$ cat src/rtl/eth_pkg.sv
// Shared types and constants for the Ethernet receive dispatcher.
//   ETH_HDR_LEN   : bytes in the Ethernet header (dst, src, EtherType)
//   ETH_BCAST_MAC : broadcast destination address
//   ETYPE_IPV4/ARP: default EtherTypes for the two payload channels
//   rx_byte_t     : {sop, eop, data} word read from the receive FIFO
//   dispatch_state_e : frame sequencer states
package eth_pkg;

    localparam int unsigned ETH_HDR_LEN   = 14;
    localparam int unsigned ETH_DST_LAST  = 5;
    localparam int unsigned HDR_IDX_W     = 4;
    localparam int unsigned LEN_W         = 11;
    localparam int unsigned MAC_W         = 48;
    // Holds the last 7 header bytes: enough for src MAC plus EtherType high byte.
    localparam int unsigned HDR_SR_W      = 56;

    localparam logic [47:0] ETH_BCAST_MAC = 48'hFFFF_FFFF_FFFF;
    localparam logic [15:0] ETYPE_IPV4    = 16'h0800;
    localparam logic [15:0] ETYPE_ARP     = 16'h0806;

    typedef struct packed {
        logic       sop;
        logic       eop;
        logic [7:0] data;
    } rx_byte_t;

    typedef enum logic [1:0] {
        IDLE,
        HDR,
        PAYLOAD,
        DROP
    } dispatch_state_e;

endpackage

$ cat src/rtl/eth_sat_cnt.sv
// Saturating statistics counter with synchronous clear.
//   clk, rst_n : clock, asynchronous active-low reset
//   clr        : clear to zero, wins over a same-cycle increment
//   inc        : amount to add this cycle (0..3)
//   cnt        : registered count, sticks at all-ones
module eth_sat_cnt #(
    parameter int unsigned W = 16
) (
    input  logic         clk,
    input  logic         rst_n,
    input  logic         clr,
    input  logic [1:0]   inc,
    output logic [W-1:0] cnt
);

    localparam int unsigned SUM_W = W + 1;

    logic [W-1:0]     cnt_q;
    logic [W-1:0]     cnt_d;
    logic [SUM_W-1:0] sum;

    // Next count: clear, else add with clamp on carry-out.
    always_comb begin
        sum   = {1'b0, cnt_q} + SUM_W'(inc);
        cnt_d = cnt_q;
        if (clr) begin
            cnt_d = '0;
        end else if (sum[W]) begin
            cnt_d = '1;
        end else begin
            cnt_d = sum[W-1:0];
        end
    end

    always_ff @(posedge clk or negedge rst_n) begin
        if (!rst_n) begin
            cnt_q <= '0;
        end else begin
            cnt_q <= cnt_d;
        end
    end

    assign cnt = cnt_q;

endmodule

$ cat src/rtl/eth_rx_dispatch.sv
// Receive-frame dispatcher: parses the Ethernet header from the RMII FIFO
// readout, filters on destination MAC and steers the payload to the IPv4
// or ARP consumer by EtherType; keeps accept/drop statistics.
//   Clk, Rst_n      : clock, asynchronous active-low reset
//   Recv_Byte       : {SOP, EOP, data[7:0]}, qualified by Recv_Byte_Rdy
//   Mac_Addr/Promisc: station filter, sampled at each SOP
//   Cnt_Clr         : synchronous clear of Acc_Cnt/Drop_Cnt
//   Out_*           : payload stream, one cycle behind the input beat
//   Acc_Cnt/Drop_Cnt: saturating frame statistics
module eth_rx_dispatch
    import eth_pkg::*;
#(
    parameter logic [15:0] pETYPE_CH0 = ETYPE_IPV4,
    parameter logic [15:0] pETYPE_CH1 = ETYPE_ARP,
    parameter int unsigned pCNT_W     = 16
) (
    input  logic              Clk,
    input  logic              Rst_n,
    input  logic [9:0]        Recv_Byte,
    input  logic              Recv_Byte_Rdy,
    input  logic [47:0]       Mac_Addr,
    input  logic              Promisc,
    input  logic              Cnt_Clr,
    output logic [7:0]        Out_Data,
    output logic [1:0]        Out_Vld,
    output logic              Out_Sop,
    output logic              Out_Eop,
    output logic              Out_Abort,
    output logic              Out_Ch,
    output logic [47:0]       Out_Src_Mac,
    output logic [10:0]       Out_Len,
    output logic [pCNT_W-1:0] Acc_Cnt,
    output logic [pCNT_W-1:0] Drop_Cnt
);

    localparam logic [HDR_IDX_W-1:0] IDX_DST_LAST = HDR_IDX_W'(ETH_DST_LAST);
    localparam logic [HDR_IDX_W-1:0] IDX_HDR_LAST = HDR_IDX_W'(ETH_HDR_LEN - 1);

    rx_byte_t rx;
    assign rx = rx_byte_t'(Recv_Byte);

    dispatch_state_e      state_q,       state_d;
    logic [HDR_IDX_W-1:0] idx_q,         idx_d;
    logic [HDR_SR_W-1:0]  hdr_q,         hdr_d;
    logic [MAC_W-1:0]     mac_q,         mac_d;
    logic                 promisc_q,     promisc_d;
    logic [LEN_W-1:0]     len_q,         len_d;
    logic [7:0]           out_data_q,    out_data_d;
    logic [1:0]           out_vld_q,     out_vld_d;
    logic                 out_sop_q,     out_sop_d;
    logic                 out_eop_q,     out_eop_d;
    logic                 out_abort_q,   out_abort_d;
    logic                 out_ch_q,      out_ch_d;
    logic [MAC_W-1:0]     out_src_mac_q, out_src_mac_d;
    logic [LEN_W-1:0]     out_len_q,     out_len_d;

    logic [HDR_SR_W-1:0]  hdr_shift;
    logic [MAC_W-1:0]     dst_mac;
    logic [15:0]          etype;
    logic                 dst_match;
    logic [LEN_W-1:0]     len_inc;
    logic                 acc_inc;
    logic                 drop_prev;
    logic                 drop_new;
    logic [1:0]           drop_inc;

    // Next-state and output decode; one frame-level decision per beat.
    always_comb begin
        state_d       = state_q;
        idx_d         = idx_q;
        hdr_d         = hdr_q;
        mac_d         = mac_q;
        promisc_d     = promisc_q;
        len_d         = len_q;
        out_data_d    = out_data_q;
        out_ch_d      = out_ch_q;
        out_src_mac_d = out_src_mac_q;
        out_len_d     = out_len_q;
        out_vld_d     = 2'b00;
        out_sop_d     = 1'b0;
        out_eop_d     = 1'b0;
        out_abort_d   = 1'b0;
        acc_inc       = 1'b0;
        drop_prev     = 1'b0;
        drop_new      = 1'b0;

        // Header bytes are shifted in; the current byte completes each field.
        hdr_shift = {hdr_q[HDR_SR_W-9:0], rx.data};
        dst_mac   = {hdr_q[39:0], rx.data};
        etype     = {hdr_q[7:0], rx.data};
        dst_match = promisc_q | (dst_mac == mac_q) | (dst_mac == ETH_BCAST_MAC);
        len_inc   = (len_q == {LEN_W{1'b1}}) ? len_q : len_q + LEN_W'(1);

        if (Recv_Byte_Rdy) begin
            if (rx.sop) begin
                // Abandon any open frame; DROP frames were already counted.
                drop_prev   = (state_q == HDR) || (state_q == PAYLOAD);
                out_abort_d = (state_q == PAYLOAD);
                mac_d       = Mac_Addr;
                promisc_d   = Promisc;
                hdr_d       = hdr_shift;
                idx_d       = HDR_IDX_W'(1);
                if (rx.eop) begin
                    drop_new = 1'b1;
                    state_d  = IDLE;
                end else begin
                    state_d  = HDR;
                end
            end else begin
                case (state_q)
                    IDLE: begin
                    end
                    HDR: begin
                        hdr_d = hdr_shift;
                        idx_d = idx_q + HDR_IDX_W'(1);
                        if (rx.eop) begin
                            drop_new = 1'b1;
                            state_d  = IDLE;
                        end else if (idx_q == IDX_DST_LAST && !dst_match) begin
                            drop_new = 1'b1;
                            state_d  = DROP;
                        end else if (idx_q == IDX_HDR_LAST) begin
                            if (etype == pETYPE_CH0 || etype == pETYPE_CH1) begin
                                out_ch_d      = (etype != pETYPE_CH0);
                                out_src_mac_d = hdr_q[HDR_SR_W-1:8];
                                len_d         = '0;
                                state_d       = PAYLOAD;
                            end else begin
                                drop_new = 1'b1;
                                state_d  = DROP;
                            end
                        end
                    end
                    PAYLOAD: begin
                        out_data_d = rx.data;
                        out_vld_d  = out_ch_q ? 2'b10 : 2'b01;
                        out_sop_d  = (len_q == '0);
                        len_d      = len_inc;
                        if (rx.eop) begin
                            out_eop_d = 1'b1;
                            out_len_d = len_inc;
                            acc_inc   = 1'b1;
                            state_d   = IDLE;
                        end
                    end
                    DROP: begin
                        if (rx.eop) begin
                            state_d = IDLE;
                        end
                    end
                    default: begin
                        state_d = IDLE;
                    end
                endcase
            end
        end

        drop_inc = {1'b0, drop_prev} + {1'b0, drop_new};
    end

    always_ff @(posedge Clk or negedge Rst_n) begin
        if (!Rst_n) begin
            state_q       <= IDLE;
            idx_q         <= '0;
            hdr_q         <= '0;
            mac_q         <= '0;
            promisc_q     <= 1'b0;
            len_q         <= '0;
            out_data_q    <= '0;
            out_vld_q     <= '0;
            out_sop_q     <= 1'b0;
            out_eop_q     <= 1'b0;
            out_abort_q   <= 1'b0;
            out_ch_q      <= 1'b0;
            out_src_mac_q <= '0;
            out_len_q     <= '0;
        end else begin
            state_q       <= state_d;
            idx_q         <= idx_d;
            hdr_q         <= hdr_d;
            mac_q         <= mac_d;
            promisc_q     <= promisc_d;
            len_q         <= len_d;
            out_data_q    <= out_data_d;
            out_vld_q     <= out_vld_d;
            out_sop_q     <= out_sop_d;
            out_eop_q     <= out_eop_d;
            out_abort_q   <= out_abort_d;
            out_ch_q      <= out_ch_d;
            out_src_mac_q <= out_src_mac_d;
            out_len_q     <= out_len_d;
        end
    end

    eth_sat_cnt #(.W(pCNT_W)) u_acc_cnt (
        .clk   (Clk),
        .rst_n (Rst_n),
        .clr   (Cnt_Clr),
        .inc   ({1'b0, acc_inc}),
        .cnt   (Acc_Cnt)
    );

    eth_sat_cnt #(.W(pCNT_W)) u_drop_cnt (
        .clk   (Clk),
        .rst_n (Rst_n),
        .clr   (Cnt_Clr),
        .inc   (drop_inc),
        .cnt   (Drop_Cnt)
    );

    assign Out_Data    = out_data_q;
    assign Out_Vld     = out_vld_q;
    assign Out_Sop     = out_sop_q;
    assign Out_Eop     = out_eop_q;
    assign Out_Abort   = out_abort_q;
    assign Out_Ch      = out_ch_q;
    assign Out_Src_Mac = out_src_mac_q;
    assign Out_Len     = out_len_q;

endmodule

$ cat config.mk
export PLATFORM = sky130hd
export DESIGN_NAME = eth_rx_dispatch
export DESIGN_NICKNAME = d
export VERILOG_FILES = /design/src/rtl/eth_pkg.sv /design/src/rtl/eth_sat_cnt.sv /design/src/rtl/eth_rx_dispatch.sv
export SDC_FILE = /design/constraint.sdc
export NUM_CORES = 1
export LEC_CHECK = 0
export CAP_MARGIN = 40
export CORE_MARGIN = 5
export CORE_UTILIZATION = 25
export CTS_CLUSTER_SIZE = 8
export DETAILED_ROUTE_END_ITERATION = 8
export GPL_ROUTABILITY_DRIVEN = 1
export PLACE_DENSITY = 0.56
export SLEW_MARGIN = 40
export SYNTH_ARGS = -nofsm -noshare
export SYNTH_HDL_FRONTEND = slang
export SYNTH_SLANG_ARGS = --single-unit
$ cat constraint.sdc
create_clock -name Clk -period 4.45 [get_ports Clk]
set_clock_uncertainty 0.1 [all_clocks]
set_input_delay 0.89 -clock Clk [delete_from_list [all_inputs] [get_ports Clk]]
set_output_delay 0.89 -clock Clk [all_outputs]
set_load 0.03 [all_outputs]
* After elaboration in Yosys (flattened, before gate mapping)
Cells that the tools add are included.
** Word-level totals
- Output and inout bits :: 105
- Bits in registers :: 227
- Word-level logic and storage cells :: 103
- Input port bits :: 63
** Cells by class
- Reductions and logical operators :: 16
- Equality and inequality tests :: 17
- Bitwise logic cells :: 5
- Muxes and demuxes :: 44
- Add/sub/neg operators :: 5
** Operators with widths (count)
- $mux W56 :: 2
- $mux W16 :: 4
- $mux W11 :: 5
- $eq A48 B48 Y1 :: 1
- $eq A48 B48 Y1 const B :: 1
- $eq A16 B12 Y1 const B :: 2
- $pmux W11 S2 :: 1
- $mux W1 :: 20
- $mux W2 :: 9
- $add A16 B1 Y17 :: 1
- $add A16 B2 Y17 :: 1
- $ne A16 B12 Y1 const B :: 1
- $reduce_and A7 Y1 :: 2
- $add A11 B1 Y11 const B :: 1
- $eq A11 B11 Y1 const B :: 1
- $logic_not A11 Y1 :: 1
- $mux W4 :: 2
- $reduce_and A4 Y1 :: 2
- $ne A5 B3 Y1 const B :: 1
- $add A4 B1 Y4 const B :: 1
- $eq A2 B2 Y1 const B :: 2
- $eq A4 B3 Y1 const B :: 1
- $eq A4 B4 Y1 const B :: 1
- $ne A2 B1 Y1 const B :: 2
- other kinds (15) :: 22

* Depth between registers and ports, before layout
Gate-level depths: netlist (run 1).
- Depth after elaboration :: 14
- Mapped depth :: 16

* Modules after synthesis
Synthesis (run 1) repeated with hierarchy kept, for this count alone.
** Second synthesis, totals
- Cell total of the unflattened synthesis :: 915
- Area total of the unflattened synthesis :: 10326.2 um2
** Modules (own cells, without submodules)
- eth_rx_dispatch :: area each 8541.9 um2, sequential area each 4879.7 um2, instances 1, cells each 747
- eth_sat_cnt :: area each 892.1 um2, sequential area each 400.4 um2, instances 2, cells each 84

* Least setup slack after synthesis (run 1)
OpenSTA, ideal clock, no wires.
- Path type :: input to register
- Start point :: in Recv_Byte_Rdy
- End point :: reg u_drop_cnt.cnt_q[14], in the netlist u_drop_cnt.cnt[14]
- Setup time :: 0.132 ns
- Path buffers :: 3
- Cell stages on the path :: 13
- Path slack :: 0.753 ns
- Arrival :: 3.465 ns
- Data required time :: 4.218 ns
- Cells stage by stage :: clkbuf_1 -> nand2_1 -> clkbuf_1 -> or2_2 -> fa_1 -> inv_1 -> ha_1 -> and4_1 -> clkbuf_1 -> and3_1 -> and3_1 -> mux2i_1 -> nor2_1
** Between the ends
- Word-level cells in the longest chain between the ends :: 5
- Elaborated cells between the ends (all ways) :: 6
- Those cells by class :: add/sub: 2; mux: 4
** Ends and longest elaborated chain
- start, declared :: RTL line eth_rx_dispatch.sv:20 : input logic Recv_Byte_Rdy,
- $mux W1 :: RTL line eth_rx_dispatch.sv:94 : if (Recv_Byte_Rdy) begin
- $add A1 B1 Y2 * :: RTL line eth_rx_dispatch.sv:158 : drop_inc = {1'b0, drop_prev} + {1'b0, drop_new};
- $add A16 B2 Y17 * :: RTL line eth_sat_cnt.sv:24 : sum = {1'b0, cnt_q} + SUM_W'(inc);
- $mux W16 * :: RTL line eth_sat_cnt.sv:28 : end else if (sum[W]) begin
- $mux W16 * :: RTL line eth_sat_cnt.sv:26 : if (clr) begin
- net u_drop_cnt.cnt_d[14] :: RTL line eth_sat_cnt.sv:19 : logic [W-1:0] cnt_d;
- end signal, assigned :: RTL line eth_sat_cnt.sv:39 : cnt_q <= cnt_d;
- end, declared :: RTL line eth_sat_cnt.sv:18 : logic [W-1:0] cnt_q;
The timed path passes the listed nets; every way through them passes the cells marked *.
A chain may end at the register's enable or synchronous reset.

* Final worst setup path (run 1)
- Start point :: in Recv_Byte[0]
- End point :: reg u_drop_cnt.cnt_q[14], in the netlist u_drop_cnt.cnt[14]
** Between the ends
- Word-level cells in the longest chain between the ends :: 14
- Elaborated cells between the ends (all ways) :: 20
- Those cells by class :: add/sub: 2; eq/ne: 4; mux: 9; bitwise: 2; reduce/logical: 3
** Ends and longest elaborated chain
- start, declared :: RTL line eth_rx_dispatch.sv:19 : input logic [9:0] Recv_Byte,
- $eq A48 B48 Y1 :: RTL line eth_rx_dispatch.sv:91 : dst_match = promisc_q | (dst_mac == mac_q) | (dst_mac == ETH_BCAST_MAC);
- $or A1 B1 Y1 (2 in a row) :: RTL line eth_rx_dispatch.sv:91
- $logic_not A1 Y1 :: RTL line eth_rx_dispatch.sv:119 : end else if (idx_q == IDX_DST_LAST && !dst_match) begin
- $logic_and A1 B1 Y1 :: RTL line eth_rx_dispatch.sv:119
- $mux W1 * :: RTL line eth_rx_dispatch.sv:119
- $mux W1 * :: RTL line eth_rx_dispatch.sv:116 : if (rx.eop) begin
- $mux W1 * :: RTL line eth_rx_dispatch.sv:110 : case (state_q)
- $mux W1 * :: RTL line eth_rx_dispatch.sv:95 : if (rx.sop) begin
- $mux W1 * :: RTL line eth_rx_dispatch.sv:94
- $add A1 B1 Y2 * :: RTL line eth_rx_dispatch.sv:158
- $add A16 B2 Y17 * :: RTL line eth_sat_cnt.sv:24
- $mux W16 * :: RTL line eth_sat_cnt.sv:28
- $mux W16 * :: RTL line eth_sat_cnt.sv:26
- net u_drop_cnt.cnt_d[14] :: RTL line eth_sat_cnt.sv:19
Marks and branches as above.

==> reports/results.tsv, run 1 <==
stage	metric	value	unit
placed_design	Place WS	68.1	ps
critical_path	cell breakdown of the critical path	clkdlybuf4s50_1 -> xnor2_1 -> nand4_1 -> nor4_1 -> and3_1 -> o22ai_1 -> a31oi_1 -> fa_1 -> inv_1 -> ha_1 -> and4_1 -> and3_1 -> and3_1 -> mux2i_1 -> nor2_1	
floorplanning	area of the core	0.0398	sq mm
placed_design	Final GP Congestion	0.770	
floorplanning	Ports	168	
cts	postcts setup bufs	0	
critical_path	worst reg2reg endpoint	u_drop_cnt.cnt[14]	
layout	area of the multi-input gates	0.00416	sq mm
timing	worst-margin pin slew	767	ps
critical_path	element type at the critical path end	register	
drt	DR iter-0 viols	364	
drt	Residual DRC	0	
job	max_cap viols	0	
yosys	Post-Synth Simple-Gate Area	15.1	%
yosys	Compound-Gate Fraction of Synth Area	5.56	%
yosys	mux contribution to synthesized area	12.1	%
timing	Max Clock Freq	259	MHz
drt	DRT Pass-1 Iters	4	
floorplanning	Initial Utilization	25.4	%
placed_design	HPWL Detailed	20500	um
timing	setup tns final	0	ps
yosys	Post-synth ARST share	100	%
critical_path	worst reg2reg startpoint	hdr_q[8]	
yosys	Net Count, Synth	993	
yosys	Yosys reg bits	227	
cts	clk sinks	227	
cts	post-CTS resize count	0	
timing	minimum clock period	3860	ps
outcome	run status	complete, no violations	
yosys	Post-Synth XOR/XNOR Area	6.76	%
yosys	Synth Area per Inst	11.0	sq um
power_and_ir_drop	Static Leakage	5.84	nW
critical_path	Critical Path Start	Recv_Byte[0]	
floorplanning	die area	0.0445	sq mm
cts	root buffer cell	clkbuf_16	
yosys	Adder-Cell Fraction of Synth Area	1.44	%
hold_path	HP Class	primary input to asynchronous set/reset pin	
power_and_ir_drop	Design Power	6.54	mW
grt	number of global-route vias before repair	7622	
layout	ANT cells	0	
timing	Slew HR	48.8	%
placed_design	IO Port Bufs	167	
drt	Via density	4.51	
yosys	Post-synth EDFFs	0	
timing	fin crit share	86.7	%
yosys	Post-Syn Instances	919	
critical_path	cells on worst reg2reg path	15	
grt	GRT Overall Usage	13.0	%
floorplanning	DIE WIDTH	211	um
critical_path	worst stage delay on the critical path	630	ps
grt	initial antenna violation count	1	
grt	first-pass GRT wire length	45500	um
yosys	Syn Std Cell Area	0.0101	sq mm
layout	sequential cell area	0.00568	sq mm
floorplanning	Cell Rows	73	
critical_path	Slowest-stage cell, CP	clkdlybuf4s50_1	
cts	hold_buf cts	0	
drt	via count	7369	
cts	TritonCTS clock tree	yes	
grt	global route overflow	0	
floorplanning	die extent in y	211	um
critical_path	CP Launch Type	primary input	
layout	# fillers	4077	
critical_path	flop2flop setup slack	890	ps
grt	largest net degree at the start of global routing	97	
yosys	Synth Flop Type	dfrtp_1	
yosys	top cell type by total area after synthesis	dfrtp_1	
cts	CTS max path bufs	3	
yosys	Synth top area share	56.2	%
layout	area grow syn2layout	32.9	%
drt	routed len/inst	17.7	um
critical_path	most used cell, CP	and3_1	
critical_path	critical path required time	4710	ps
cts	Num CTS Buffers	35	
yosys	post-synthesis sequential area ratio	56.2	%
power_and_ir_drop	Pwr per Cell Area	487	mW/mm^2
power_and_ir_drop	peak supply drop	231	uV
cts	later-pin clock latency in the skew report	510	ps
timing	Fin Hold WS	122	ps
drt	Antenna Nets Post-Route	0	
critical_path	Arr. time, crit path	4120	ps
cts	htree depth	2	
timing	fin. max-slew vios	0	
timing	unrepaired setup endpoints after global routing	false	
timing	Final WS setup	590	ps
layout	NumNets Final	1178	
timing	Fin. Hold Viols	0	
layout	layout cell share with drive strength beyond 1	15.9	%
critical_path	Crit Path Category	primary input to register	
yosys	Area contributors post-synth	dfrtp_1, mux2_2, nand2_1	
yosys	YS warnings	0	
cts	CTS clock-pin slew for the worst setup and hold paths	50	ps
yosys	largest family of logic cells by synthesized area	simple AND/OR/NAND/NOR gates	
critical_path	crit-path max FO	5	
timing	final setup vio count	0	
drt	total routed wirelength	28900	um
yosys	Yosys cell types	50	
## metrics by stage
step / instance area [sq um] / utilization (%) / std cells
after CTS: 13400 / 33.6 / 1634
after floorplan: 10100 / - / 919
after detailed placement: 12400 / 31.2 / 1591
after global routing: 13400 / 33.7 / 1635
after global placement: 12400 / 31.2 / 1590
final: 13400 / 33.7 / 1635
## worst max-delay path, delay by kind of cell
family	cells	cell delay, ps
adders and majority gates	2	450
xor gates and xnor gates	1	150
buffers and inverters	2	680
muxes	1	140
AOI/OAI and AO/OA	2	360
and+or+nand+nor	7	1430
## where the power goes
group | total (mW) | internal [mW] | switching (mW)
clock | 2.35 | 1.45 | 0.903
sequential | 2.92 | 2.43 | 0.489
combinational | 1.27 | 0.581 | 0.687
## cell type report
class | count | area share [%]
flip-flops and latches | 227 | 42.3
multi-input cells | 627 | 31.0
repair buffers | 188 | 14.0
clock buffers | 39 | 6.87
well taps | 525 | 4.89
inverters | 25 | 0.699
clock inverters | 4 | 0.289
## registers in the layout, summed over array words and instances (netlist names)
register,flops
hdr_q,56
Out_Src_Mac,48
mac_q,48
u_acc_cnt.cnt,16
u_drop_cnt.cnt,16
Out_Len,11
len_q,11
Out_Data,8
idx_q,4
Out_Vld,2
state_q,2
Out_Abort,1
Out_Ch,1
Out_Eop,1
Out_Sop,1
promisc_q,1
## cells in the final DEF, fill, tap and decap left out, types with 25 or more instances in the layout
| cell | instances |
|---|---|
| mux2_2 | 98 |
| nand2_1 | 198 |
| a21oi_1 | 39 |
| dfrtp_1 | 227 |
| nor2_1 | 31 |
| clkbuf_16 | 36 |
| nand4_1 | 35 |
| xnor2_1 | 65 |
| inv_1 | 25 |
| clkdlybuf4s50_1 | 165 |
## Yosys cell counts (all sizes together) (3+ instances only)
cell	n
nor3	7
a211oi	3
clkbuf	27
dfrtp	227
or2	4
or4	3
o21ai	23
nor2	33
xor2	13
inv	25
a21oi	40
buf	13
o21a	3
nand3	19
and4	4
nor4	12
mux2	105
xnor2	65
a31o	4
mux2i	4
ha	10
o22ai	4
or3	3
nand2	199
and3	9
nand4	35
## logic make-up after synthesis
logic type / Yosys count
AO/OA/AOI/OAI: 93
XOR/XNOR: 78
adder cells (fa/ha/maj): 11
buffers and inverters: 65
flip-flops: 227
multiplexers: 109
AND/OR/NAND/NOR: 336
## worst max path at each step
| stage | endpoint | depth (start not counted) |
|---|---|---|
| floorplan | u_drop_cnt.cnt[14] | 13 |
| global placement | u_drop_cnt.cnt[14] | 15 |
| detailed placement | u_drop_cnt.cnt[14] | 15 |
| CTS | u_drop_cnt.cnt[14] | 15 |
| global route | u_drop_cnt.cnt[14] | 15 |
| finish | u_drop_cnt.cnt[14] | 15 |
## routing by layer
layer | part of all wire (%) | vias to the layer above | GRT usage (%)
li1 | - | 3503 | -
met4 | 2.0 | 2 | 3.38
met5 | 0.045 | - | 0
met1 | 46 | 3623 | 17.7
met2 | 46 | 203 | 20.5
met3 | 6.1 | 38 | 3.43
(Power assumes the default switching activity.)
==> run 2, diff against run 1 <==
--- a/config.mk
+++ b/config.mk
@@ -5,6 +5,7 @@
 export SDC_FILE = /design/constraint.sdc
 export NUM_CORES = 1
 export LEC_CHECK = 0
+export ABC_CLOCK_PERIOD_IN_PS = 4500
 export CAP_MARGIN = 40
 export CORE_MARGIN = 5
 export CORE_UTILIZATION = 25
@@ -12,7 +13,6 @@
 export DETAILED_ROUTE_END_ITERATION = 8
 export GPL_ROUTABILITY_DRIVEN = 1
 export PLACE_DENSITY = 0.56
-export SLEW_MARGIN = 40
 export SYNTH_ARGS = -nofsm -noshare
 export SYNTH_HDL_FRONTEND = slang
 export SYNTH_SLANG_ARGS = --single-unit
==> constraint.sdc (replaced) <==
create_clock -name Clk -period 4.5 [get_ports Clk]
set_clock_uncertainty 0.1 [all_clocks]
set_input_delay 0.9 -clock Clk [delete_from_list [all_inputs] [get_ports Clk]]
set_output_delay 0.9 -clock Clk [all_outputs]
set_load 0.03 [all_outputs]
==> reports/results.tsv, run 2 (synthesis gave the netlist of run 1 again) <==
stage	metric	value	unit	change
grt	global route overflow	0		unchanged
timing	setup tns final	0	ps	unchanged
layout	post-route cell area	0.0134	sq mm	-0.31%
layout	NumNets Final	1177		-0.085%
layout	area grow syn2layout	32.5	%	
grt	first-pass GRT wire length	45600	um	+0.23%
placed_design	HPWL Detailed	20500	um	about the same
cts	htree depth	2		unchanged
drt	DR iter-0 viols	309		-15%
power_and_ir_drop	Static Leakage	5.81	nW	-0.47%
floorplanning	Ports	168		unchanged
floorplanning	Initial Utilization	25.4	%	unchanged
cts	CTS max path bufs	3		unchanged
placed_design	post-placement cell count	1592		+0.063%
layout	most frequent cells in the layout	dfrtp_1, nand2_1, clkdlybuf4s50_1, mux2_2, xnor2_1		
grt	number of global-route vias before repair	7629		+0.092%
outcome	run status	complete, no violations		
cts	Num CTS Buffers	34		-2.9%
placed_design	IO Port Bufs	167		unchanged
timing	minimum clock period	3850	ps	
layout	Final Non-Filler Cells	1633		-0.12%
cts	clk sinks	227		unchanged
critical_path	Crit Path Category	primary input to register		
drt	routed len/inst	17.9	um	+1.6%
drt	Residual DRC	0		unchanged
drt	via count	7364		-0.068%
grt	largest net degree at the start of global routing	121		+25%
critical_path	crit-path max FO	6		+1
cts	TritonCTS clock tree	yes		
grt	GRT Overall Usage	13.1	%	+0.12 points
cts	CTS clock-pin slew for the worst setup and hold paths	50	ps	about the same
cts	later-pin clock latency in the skew report	530	ps	+20 ps
timing	fin. max-slew vios	0		unchanged
drt	total routed wirelength	29300	um	+1.5%
timing	final setup vio count	0		unchanged
cts	hold_buf cts	0		unchanged
timing	worst-margin pin slew	965	ps	+198 ps
placed_design	Final GP Congestion	0.789		+2.5%
layout	max FFs per register	56		unchanged
floorplanning	die extent in y	211	um	unchanged
cts	post-CTS resize count	0		unchanged
layout	register with the most flip-flops	hdr_q		
layout	most common cell after layout, fill and taps aside	dfrtp_1		
hold_path	HP Class	primary input to asynchronous set/reset pin		
drt	DRT Pass-1 Iters	4		unchanged
floorplanning	Cell Rows	73		unchanged
power_and_ir_drop	Pwr per Cell Area	479	mW/mm^2	-1.6%
timing	Max Clock Freq	260	MHz	
layout	layout cell share with drive strength beyond 1	15.5	%	-0.41 points
floorplanning	die area	0.0445	sq mm	unchanged
critical_path	Arr. time, crit path	4160	ps	+40 ps
power_and_ir_drop	peak supply drop	222	uV	-3.7%
cts	root buffer cell	clkbuf_16		
timing	Fin. Hold Viols	0		unchanged
timing	unrepaired setup endpoints after global routing	false		
floorplanning	area of the core	0.0398	sq mm	unchanged
placed_design	Post-DP Area	0.0125	sq mm	+0.26%
timing	Slew HR	35.7	%	-13 points
cts	postcts setup bufs	0		unchanged
drt	Antenna Nets Post-Route	0		unchanged
critical_path	critical path required time	4800	ps	+90 ps
job	max_cap viols	0		unchanged
critical_path	element type at the critical path end	register		
floorplanning	DIE WIDTH	211	um	unchanged
timing	fin crit share	85.6	%	
grt	initial antenna violation count	0		-1
critical_path	CP Launch Type	primary input		
drt	Via density	4.51		about the same
-- run 2: changes by cell type in the layout (fill, tap and decap cells not counted), sizes merged --
cell	change
clkinv	-2
buf	-1
clkbuf	-1
clkdlybuf4s50	+1
diode	+1
-- run 2: layer usage --
| layer | vias to the layer above | global-route usage (%) | wire length, um | share of wire, % |
|---|---|---|---|---|
| met5 | - | 0 | 0 | 0 |
| met3 | 40 | 3.79 | 2010 | 6.9 |
| li1 | 3499 | - | - | - |
| met2 | 206 | 20.2 | 13400 | 46 |
| met1 | 3619 | 17.9 | 13300 | 45 |
| met4 | 0 | 3.87 | 644 | 2.2 |
-- run 2: worst max-delay path, stage by stage --
cell	delay (ps)
clkdlybuf4s50_1	660
xnor2_1	160
nand4_1	130
nor4_1	460
and3_1	230
o22ai_1	120
a31oi_1	210
fa_1	220
inv_1	50
ha_1	210
and4_1	220
and3_1	200
and3_1	190
mux2i_1	140
nor2_1	50
-- run 2: metrics by stage --
| step | hold WS, ps | setup slack, ps | util (%) | total power, mW |
|---|---|---|---|---|
| floorplan | 340 | 793 | - | 3.55 |
| global placement | 359 | 177 | 31.3 | 4.16 |
| detailed placement | 362 | 185 | 31.3 | 4.19 |
| CTS | 375 | 714 | 33.6 | 6.54 |
| global route | 394 | 414 | 33.6 | 6.78 |
| finish | 363 | 646 | 33.6 | 6.41 |
-- run 2: final cells by class --
cell class | count | area (sq um)
inverter | 25 | 93.8
clock buffer | 38 | 876
clock inverter | 2 | 36.3
fill | 4090 | 26400
sequential | 227 | 5680
multi-input combinational | 627 | 4160
timing repair buffer | 188 | 1880
antenna | 1 | 2.50
tap | 525 | 657
-- run 2: where the power goes --
group	internal [mW]	total [mW]	switching (mW)
combinational	0.573	1.26	0.682
clock	1.37	2.28	0.916
sequential	2.40	2.88	0.475
-- run 2: final timing paths --
kind,from,cells past startpoint,to,slack [ps]
max reg2reg,hdr_q[7],15,u_drop_cnt.cnt[14],1000
max in group asynchronous,Rst_n,2,Out_Len[1],2980
max,Recv_Byte[1],15,u_drop_cnt.cnt[14],650
min reg2reg,hdr_q[54],2,hdr_q[54],370
min in group Clk,hdr_q[54],2,hdr_q[54],370
min,Rst_n,1,Out_Src_Mac[4],360
==> run 3, diff against run 2 <==
--- a/config.mk
+++ b/config.mk
@@ -12,7 +12,7 @@
 export CTS_CLUSTER_SIZE = 8
 export DETAILED_ROUTE_END_ITERATION = 8
 export GPL_ROUTABILITY_DRIVEN = 1
-export PLACE_DENSITY = 0.56
+export PLACE_DENSITY = 0.55
 export SYNTH_ARGS = -nofsm -noshare
 export SYNTH_HDL_FRONTEND = slang
 export SYNTH_SLANG_ARGS = --single-unit
==> reports/results.tsv, run 3 (synthesis gave the netlist of run 1 again) <==
stage	metric	value	unit	change
outcome	run status	complete, no violations		
power_and_ir_drop	switch share	32.1	%	-0.26 points
critical_path	worst reg2reg endpoint	u_drop_cnt.cnt[14]		
drt	via count	7244		-1.6%
layout	most common cell after layout, fill and taps aside	dfrtp_1		
timing	Fin. Hold Viols	0		unchanged
cts	htree depth	2		unchanged
layout	max FFs per register	56		unchanged
timing	Fin Hold WS	307	ps	-56.1 ps
floorplanning	area of the core	0.0398	sq mm	unchanged
timing	Max Clock Freq	248	MHz	-4.4%
timing	worst-margin pin slew	764	ps	-202 ps
placed_design	Final GP Congestion	0.841		+6.5%
drt	DR iter-0 viols	278		-10%
timing	Final WS setup	471	ps	-175 ps
floorplanning	die extent in y	211	um	unchanged
grt	first-pass GRT wire length	46100	um	+1.0%
grt	initial antenna violation count	0		unchanged
layout	NumNets Final	1180		+0.25%
layout	Final Non-Filler Cells	1634		+0.061%
placed_design	post-placement cell count	1595		+0.19%
cts	TritonCTS clock tree	yes		
layout	most frequent cells in the layout	dfrtp_1, nand2_1, clkdlybuf4s50_1, mux2_2, xnor2_1		
critical_path	Crit Path Category	primary input to register		
timing	final setup vio count	0		unchanged
drt	DRT Pass-1 Iters	4		unchanged
cts	clk sinks	227		unchanged
layout	area grow syn2layout	32.5	%	about the same
critical_path	worst reg2reg startpoint	hdr_q[34]		
critical_path	Arr. time, crit path	4310	ps	+150 ps
critical_path	critical path required time	4780	ps	-20 ps
cts	hold_buf cts	0		unchanged
job	max_cap viols	0		unchanged
power_and_ir_drop	Design Power	6.38	mW	-0.58%
layout	register with the most flip-flops	hdr_q		
floorplanning	Initial Utilization	25.4	%	unchanged
cts	CTS clock-pin slew for the worst setup and hold paths	50	ps	about the same
power_and_ir_drop	Static Leakage	5.82	nW	+0.17%
cts	postcts setup bufs	0		unchanged
grt	largest net degree at the start of global routing	94		-22%
timing	unrepaired setup endpoints after global routing	false		
power_and_ir_drop	Clk network pwr share	35.0	%	-0.6 points
grt	GRT Overall Usage	13.1	%	about the same
floorplanning	Cell Rows	73		unchanged
placed_design	Place WS	10.8	ps	-174 ps
critical_path	flop2flop setup slack	840	ps	-160 ps
drt	Via density	4.43		-1.7%
grt	number of global-route vias before repair	7693		+0.84%
critical_path	crit-path max FO	5		-1
power_and_ir_drop	Pwr per Cell Area	476	mW/mm^2	-0.57%
critical_path	CP Launch Type	primary input		
timing	fin crit share	89.5	%	+3.9 points
power_and_ir_drop	sw power	2.04	mW	-1.4%
timing	Slew HR	49.1	%	+13 points
power_and_ir_drop	peak supply drop	237	uV	+6.5%
timing	minimum clock period	4030	ps	+175 ps
floorplanning	DIE WIDTH	211	um	unchanged
drt	routed len/inst	17.8	um	-0.93%
placed_design	HPWL Detailed	20800	um	+1.3%
cts	post-CTS resize count	0		unchanged
layout	Finished Core Util	33.6	%	about the same
floorplanning	Ports	168		unchanged
cts	later-pin clock latency in the skew report	500	ps	-30 ps
hold_path	HP Class	primary input to asynchronous set/reset pin		
placed_design	Post-DP Area	0.0125	sq mm	about the same
power_and_ir_drop	Logic pwr share	20.0	%	+0.4 points
placed_design	IO Port Bufs	167		unchanged
cts	Num CTS Buffers	34		unchanged
power_and_ir_drop	sequential power share	45.0	%	+0.2 points
cts	root buffer cell	clkbuf_16		
drt	Antenna Nets Post-Route	0		unchanged
drt	total routed wirelength	29100	um	-0.87%
critical_path	element type at the critical path end	register		
timing	setup tns final	0	ps	unchanged
grt	global route overflow	0		unchanged
layout	layout cell share with drive strength beyond 1	16.0	%	+0.42 points
power_and_ir_drop	Pint	4.33	mW	-0.21%
layout	ANT cells	0		-1
critical_path	cells on worst reg2reg path	15		unchanged
drt	Residual DRC	0		unchanged
timing	fin. max-slew vios	0		unchanged
layout	post-route cell area	0.0134	sq mm	about the same
cts	CTS max path bufs	3		unchanged
floorplanning	die area	0.0445	sq mm	unchanged
run 3: changes by cell type in the layout (fill, tap and decap cells not counted), sizes merged:
cell and change:
buf +3, diode -1, clkbuf -3, inv +1, clkinv +1
run 3: power by group through the flow:
stage               logic [mW]  registers [mW]  clock network [mW]
detailed placement        1.29            2.90                   0
finish                    1.27            2.87                2.23
global placement          1.28            2.90                   0
CTS                       1.30            2.87                2.33
floorplan                0.728            2.82                   0
global route              1.42            2.93                2.40
run 3: worst max path at each step:
| stage | from | end | slack [ps] | cells past startpoint |
|---|---|---|---|---|
| detailed placement | Recv_Byte[6] | u_drop_cnt.cnt[14] | 10 | 16 |
| global placement | Recv_Byte[6] | u_drop_cnt.cnt[14] | 10 | 16 |
| global route | Recv_Byte[6] | u_drop_cnt.cnt[13] | 220 | 17 |
| finish | Recv_Byte[6] | u_drop_cnt.cnt[14] | 470 | 16 |
| floorplan | Recv_Byte_Rdy | u_drop_cnt.cnt[14] | 790 | 13 |
| CTS | Recv_Byte[6] | u_drop_cnt.cnt[14] | 510 | 16 |
run 3: metal layers:
layer | vias up | track usage [%] | routed length (um)
met4 | 0 | 3.80 | 674
met3 | 48 | 3.09 | 1670
met2 | 188 | 20.7 | 13400
met5 | - | 0 | 0
li1 | 3502 | - | -
met1 | 3506 | 18.0 | 13400
run 3: layout make-up:
cell class	instances	area, sq um
Sequential cell	227	5680
Clock buffer	35	865
Multi-Input combinational cell	627	4160
Inverter	25	93.8
Timing Repair Buffer	191	1890
Fill cell	4089	26400
Tap cell	525	657
Clock inverter	4	38.8
run 3: worst max-delay path: stages:
cell,delay [ps]
clkdlybuf4s50_1,630
xnor2_1,160
nand4_1,90
nor4_1,470
buf_4,210
and3_1,160
o22ai_1,110
a31oi_1,240
fa_1,260
inv_1,60
ha_1,220
and4_1,220
and3_1,190
and3_1,190
mux2i_1,140
nor2_1,50
